$ cat src/rtl/lsu_mem_ctrl.sv
// Load/store initiator for a big-endian, word-write data memory; sub-word stores use read-modify-write.
// Optional misalignment faulting is enabled by defining LSU_MISALIGN_CHECK_EN.
module lsu_mem_ctrl #(
  parameter int DATA_W = 32,
  parameter int ADDR_W = 32
) (
  input  logic              clk,
  input  logic              rst,
  input  logic              req_valid,
  output logic              req_ready,
  input  logic              req_we,
  input  logic [1:0]        req_size,
  input  logic              req_unsigned,
  input  logic [ADDR_W-1:0] req_addr,
  input  logic [DATA_W-1:0] req_wdata,
  output logic              resp_valid,
  output logic [DATA_W-1:0] resp_rdata,
  output logic              resp_fault,
  output logic [ADDR_W-1:0] mem_addr,
  output logic              mem_we,
  output logic [DATA_W-1:0] mem_wdata,
  input  logic [DATA_W-1:0] mem_rdata
);
  typedef enum logic [1:0] {IDLE, ACCESS, WRITE, RESP} state_t;

  state_t            state;
  logic              we_q;
  logic [1:0]        size_q;
  logic              uns_q;
  logic [ADDR_W-1:0] addr_q;
  logic [DATA_W-1:0] wdata_q;
  logic [DATA_W-1:0] merge_q;
  logic              fault_q;
  logic              misaligned;
  logic              word_store;
  logic [DATA_W-1:0] load_val;

`ifdef LSU_MISALIGN_CHECK_EN
  assign misaligned = (size_q == 2'b01 && addr_q[0]) || (size_q[1] && addr_q[1:0] != 2'b00);
`else
  assign misaligned = 1'b0;
`endif

  // The addressed byte always lands in the MSBs of the read word.
  always_comb begin
    load_val = mem_rdata;
    case (size_q)
      2'b00:   load_val = uns_q ? {24'b0, mem_rdata[31:24]} : {{24{mem_rdata[31]}}, mem_rdata[31:24]};
      2'b01:   load_val = uns_q ? {16'b0, mem_rdata[31:16]} : {{16{mem_rdata[31]}}, mem_rdata[31:16]};
      default: load_val = mem_rdata;
    endcase
  end

  assign word_store = (state == ACCESS) && we_q && size_q[1] && !misaligned;
  assign req_ready  = (state == IDLE);
  assign resp_valid = (state == RESP);
  assign resp_fault = fault_q;
  assign mem_addr   = (state == IDLE) ? '0 : addr_q;
  assign mem_we     = word_store || (state == WRITE);
  assign mem_wdata  = (state == WRITE) ? merge_q : (word_store ? wdata_q : '0);

  always_ff @(posedge clk) begin
    if (rst) begin
      state      <= IDLE;
      we_q       <= 1'b0;
      size_q     <= 2'b00;
      uns_q      <= 1'b0;
      addr_q     <= '0;
      wdata_q    <= '0;
      merge_q    <= '0;
      fault_q    <= 1'b0;
      resp_rdata <= '0;
    end else begin
      case (state)
        IDLE: begin
          fault_q <= 1'b0;
          if (req_valid) begin
            we_q       <= req_we;
            size_q     <= req_size;
            uns_q      <= req_unsigned;
            addr_q     <= req_addr;
            wdata_q    <= req_wdata;
            resp_rdata <= '0;
            state      <= ACCESS;
          end
        end
        ACCESS: begin
          if (misaligned) begin
            fault_q    <= 1'b1;
            resp_rdata <= '0;
            state      <= RESP;
          end else if (!we_q) begin
            resp_rdata <= load_val;
            state      <= RESP;
          end else if (size_q[1]) begin
            state <= RESP;
          end else begin
            merge_q <= size_q[0] ? {wdata_q[15:0], mem_rdata[15:0]}
                                 : {wdata_q[7:0], mem_rdata[23:0]};
            state   <= WRITE;
          end
        end
        WRITE: state <= RESP;
        default: begin
          fault_q <= 1'b0;
          state   <= IDLE;
        end
      endcase
    end
  end
endmodule

$ cat config.mk
export PLATFORM = sky130hd
export DESIGN_NAME = lsu_mem_ctrl
export DESIGN_NICKNAME = d
export VERILOG_FILES = /design/src/rtl/lsu_mem_ctrl.sv
export SDC_FILE = /design/constraint.sdc
export NUM_CORES = 1
export LEC_CHECK = 0
export CORE_MARGIN = 2
export CORE_UTILIZATION = 37
export DETAILED_ROUTE_END_ITERATION = 10
export PLACE_DENSITY = 0.77
export SLEW_MARGIN = 10
export SYNTH_ARGS = -nofsm -noshare
export SYNTH_HDL_FRONTEND = slang
export SYNTH_SLANG_ARGS = --single-unit
$ cat constraint.sdc
create_clock -name clk -period 5.2 [get_ports clk]
set_clock_uncertainty 0.2 [all_clocks]
set_input_delay 1.04 -clock clk [delete_from_list [all_inputs] [get_ports clk]]
set_output_delay 1.04 -clock clk [all_outputs]
set_load 0.03 [all_outputs]
==> metrics.md <==
| Metric | Value |
|---|---|
| Most common cell after layout, fill and taps aside | clkdlybuf4s50_1 |
| Dpl ws | 1400 ps |
| Status | completed |
| Hold_buf cts | 0 |
| Dominant cells by area after synthesis | dfxtp_1 43%, mux2i_1 12%, nand2_1 10% |
| Core region area | 16600 µm² |
| Asr flop ratio synth | 0 |
| Antenna cells | 0 |
| Fmax achieved | 236 MHz |
| Via density | 4.96 |
| Unrepaired setup endpoints after global routing | false |
| Mean Syn Cell Area | 8.34 µm² |
| Fin. max-slew vios | 0 |
| Maximum VDD drop | 0.000319 V |
| GRT Util Overall | 0.207 |
| Critical Path Source Type | register |
| Critical Path RT | 3960 ps |
| Clk root buf | clkbuf_16 |
| Leak | 3.00 nW |
| CP Class | reg2out |
| Hold Crit Class | reg2reg |
| Hold Crit Depth | 2 |
| Die height | 134 µm |
| H-tree levels | 4 |
| Most frequent cells in the layout | 200 x clkdlybuf4s50_1, 168 x nand2_1, 132 x dfxtp_1 |
| Setup Fix Bufs, Post-CTS | 0 |
| First-pass GRT wire length | 29.2 mm |
| Clock sink total | 134 |
| Routability cong. | 0.779 |
| Antenna viol nets, final | 0 |
| R2R cell count | 5 |
| Max_cap viols | 0 |
| Initial Util | 0.378 |
| Yosys top cell by area | dfxtp_1 |
| Die Wd | 134 µm |
| Hold slack | 248 ps |
| CTS max path bufs | 2 |
| Netlist Area Pre-Place | 6270 µm² |
| Ys flop type | dfxtp_1 |
| Die area | 18000 µm² |
| Cts repair resizes | 0 |
| Nets | 1020 |
| Flops & latches, synth | 134 |
| Max FO, Critical Path | 19 |
| PwrDens | 465 nW/µm² |
| I/O pin total | 203 |
| Setup violators final | 0 |
| DR WL/cell | 16.2 µm |
| Area delta synth->final | 41.8% |
| CTS tree | done |
| Share of post-route cells with drive strength above 1 | 0.0638 |
| Drt first pass iters | 4 |
| Final instance area | 8890 µm² |
| Post-synthesis sequential area ratio | 0.428 |
| Cells after Synth | 752 |
| Crit path capture type | output pin |
| DR DRC count | 0 |
| Via count | 5680 |
| # rows | 47 |
| Cell variety after synth | 32 |
| DR iter-0 viols | 350 |
| Max transition margin | 0.141 |
| Clock Latency Late Sink | 410 ps |
| Post-DP Area | 8280 µm² |
| Grt ovf | 0 |
| Setup TNS | 0 ps |
| Largest net degree at the start of global routing | 102 |
| Initial antenna violation count | 0 |
| Yosys top cell area share | 0.428 |
| Synth warn | 0 |
| WP data arrival | 3010 ps |
| HPWL after DPL | 12.8 mm |
| Tcrit/Tclk final | 0.817 |
| Vias in the first global route | 5448 |
| Hold Vio Cnt, Final | 0 |
| Post-synth EDFFs | 0 |
| Syn nets | 859 |
| Fin crit period | 4250 ps |
| Worst Slack Setup Final | 954 ps |
| Clock slew at reported path FFs | 60 ps |
| CTS buffer count | 17 |
| Port Buffers | 201 |
| Drt total wl | 18.6 mm |
| Slew at the pin closest to its max-slew limit | 1290 ps |
power by group:
part / internal, mW / switching, mW / total [mW] / leakage, nW
registers: 1.21 / 0.137 / 1.34 / 1.09
logic: 0.626 / 0.953 / 1.58 / 1.61
clock network: 0.776 / 0.437 / 1.21 / 0.297
metal layers:
layer | vias up | wire [µm] | track usage
met1 | 2623 | 8370 | 0.268
met4 | 0 | 357 | 0.0643
li1 | 2835 | - | -
met5 | - | 0 | 0
met3 | 23 | 1400 | 0.0684
met2 | 199 | 8430 | 0.329
final cells by class:
type                            instances  area (µm²)
Timing Repair Buffer                  208        2060
Sequential cell                       134        2690
Fill cell                            1593        7700
Clock buffer                           23         508
Multi-Input combinational cell        540        3220
Clock inverter                          8        95.1
Tap cell                              220         275
Inverter                               12        45.0
Yosys cell counts, types with 8 or more instances:
library cell    n
o211ai_1       15
a21oi_1        84
nand2b_1       43
dfxtp_1       134
a211oi_1       24
clkbuf_1       20
inv_1          12
nor2b_1        42
buf_2          26
mux2_2          8
buf_4          13
mux2i_1        73
nor2_1         50
o32ai_1        15
nand2_1       169
stage by stage:
stage          total power, mW  std cells   util
6_report                  4.14       1145  0.536
5_1_grt                   4.36       1145  0.536
4_1_cts                   4.18       1145  0.536
3_5_place_dp              2.95       1114  0.500
3_3_place_gp              2.93       1114  0.500
2_1_floorplan             2.46        752      -
sequential cells by signal, indices dropped and copies added (netlist names):
name        cells
addr_q         32
merge_q        32
resp_rdata     32
wdata_q        32
size_q          2
state           2
uns_q           1
we_q            1
kinds of logic (layout without fill, tap and decap cells):
group                    Yosys count  after routing  synth area share
flip-flops                       134            134             0.428
buffers and inverters             78            251            0.0623
other                              1              1          0.000598
AO/OA/AOI/OAI                    143            143             0.143
multiplexers                      81             81             0.131
adder cells (fa/ha/maj)            4              4           0.00798
AND/OR/NAND/NOR                  311            311             0.228
worst paths after layout:
path | from | endpoint | slack, ps
max | state[1] | mem_wdata[9] | 950
min reg2reg | addr_q[23] | addr_q[23] | 250
min | addr_q[23] | addr_q[23] | 250
max reg2reg | state[1] | resp_rdata[10] | 2400
worst max-delay path, cell delays in order (launching register included):
cell and delay (ps):
dfxtp_1 380, inv_1 90, ha_1 280, a31oi_2 810
buf_4 360, nor2_1 80, clkdlybuf4s50_1 600
Power figures use the tool's default switching activity.
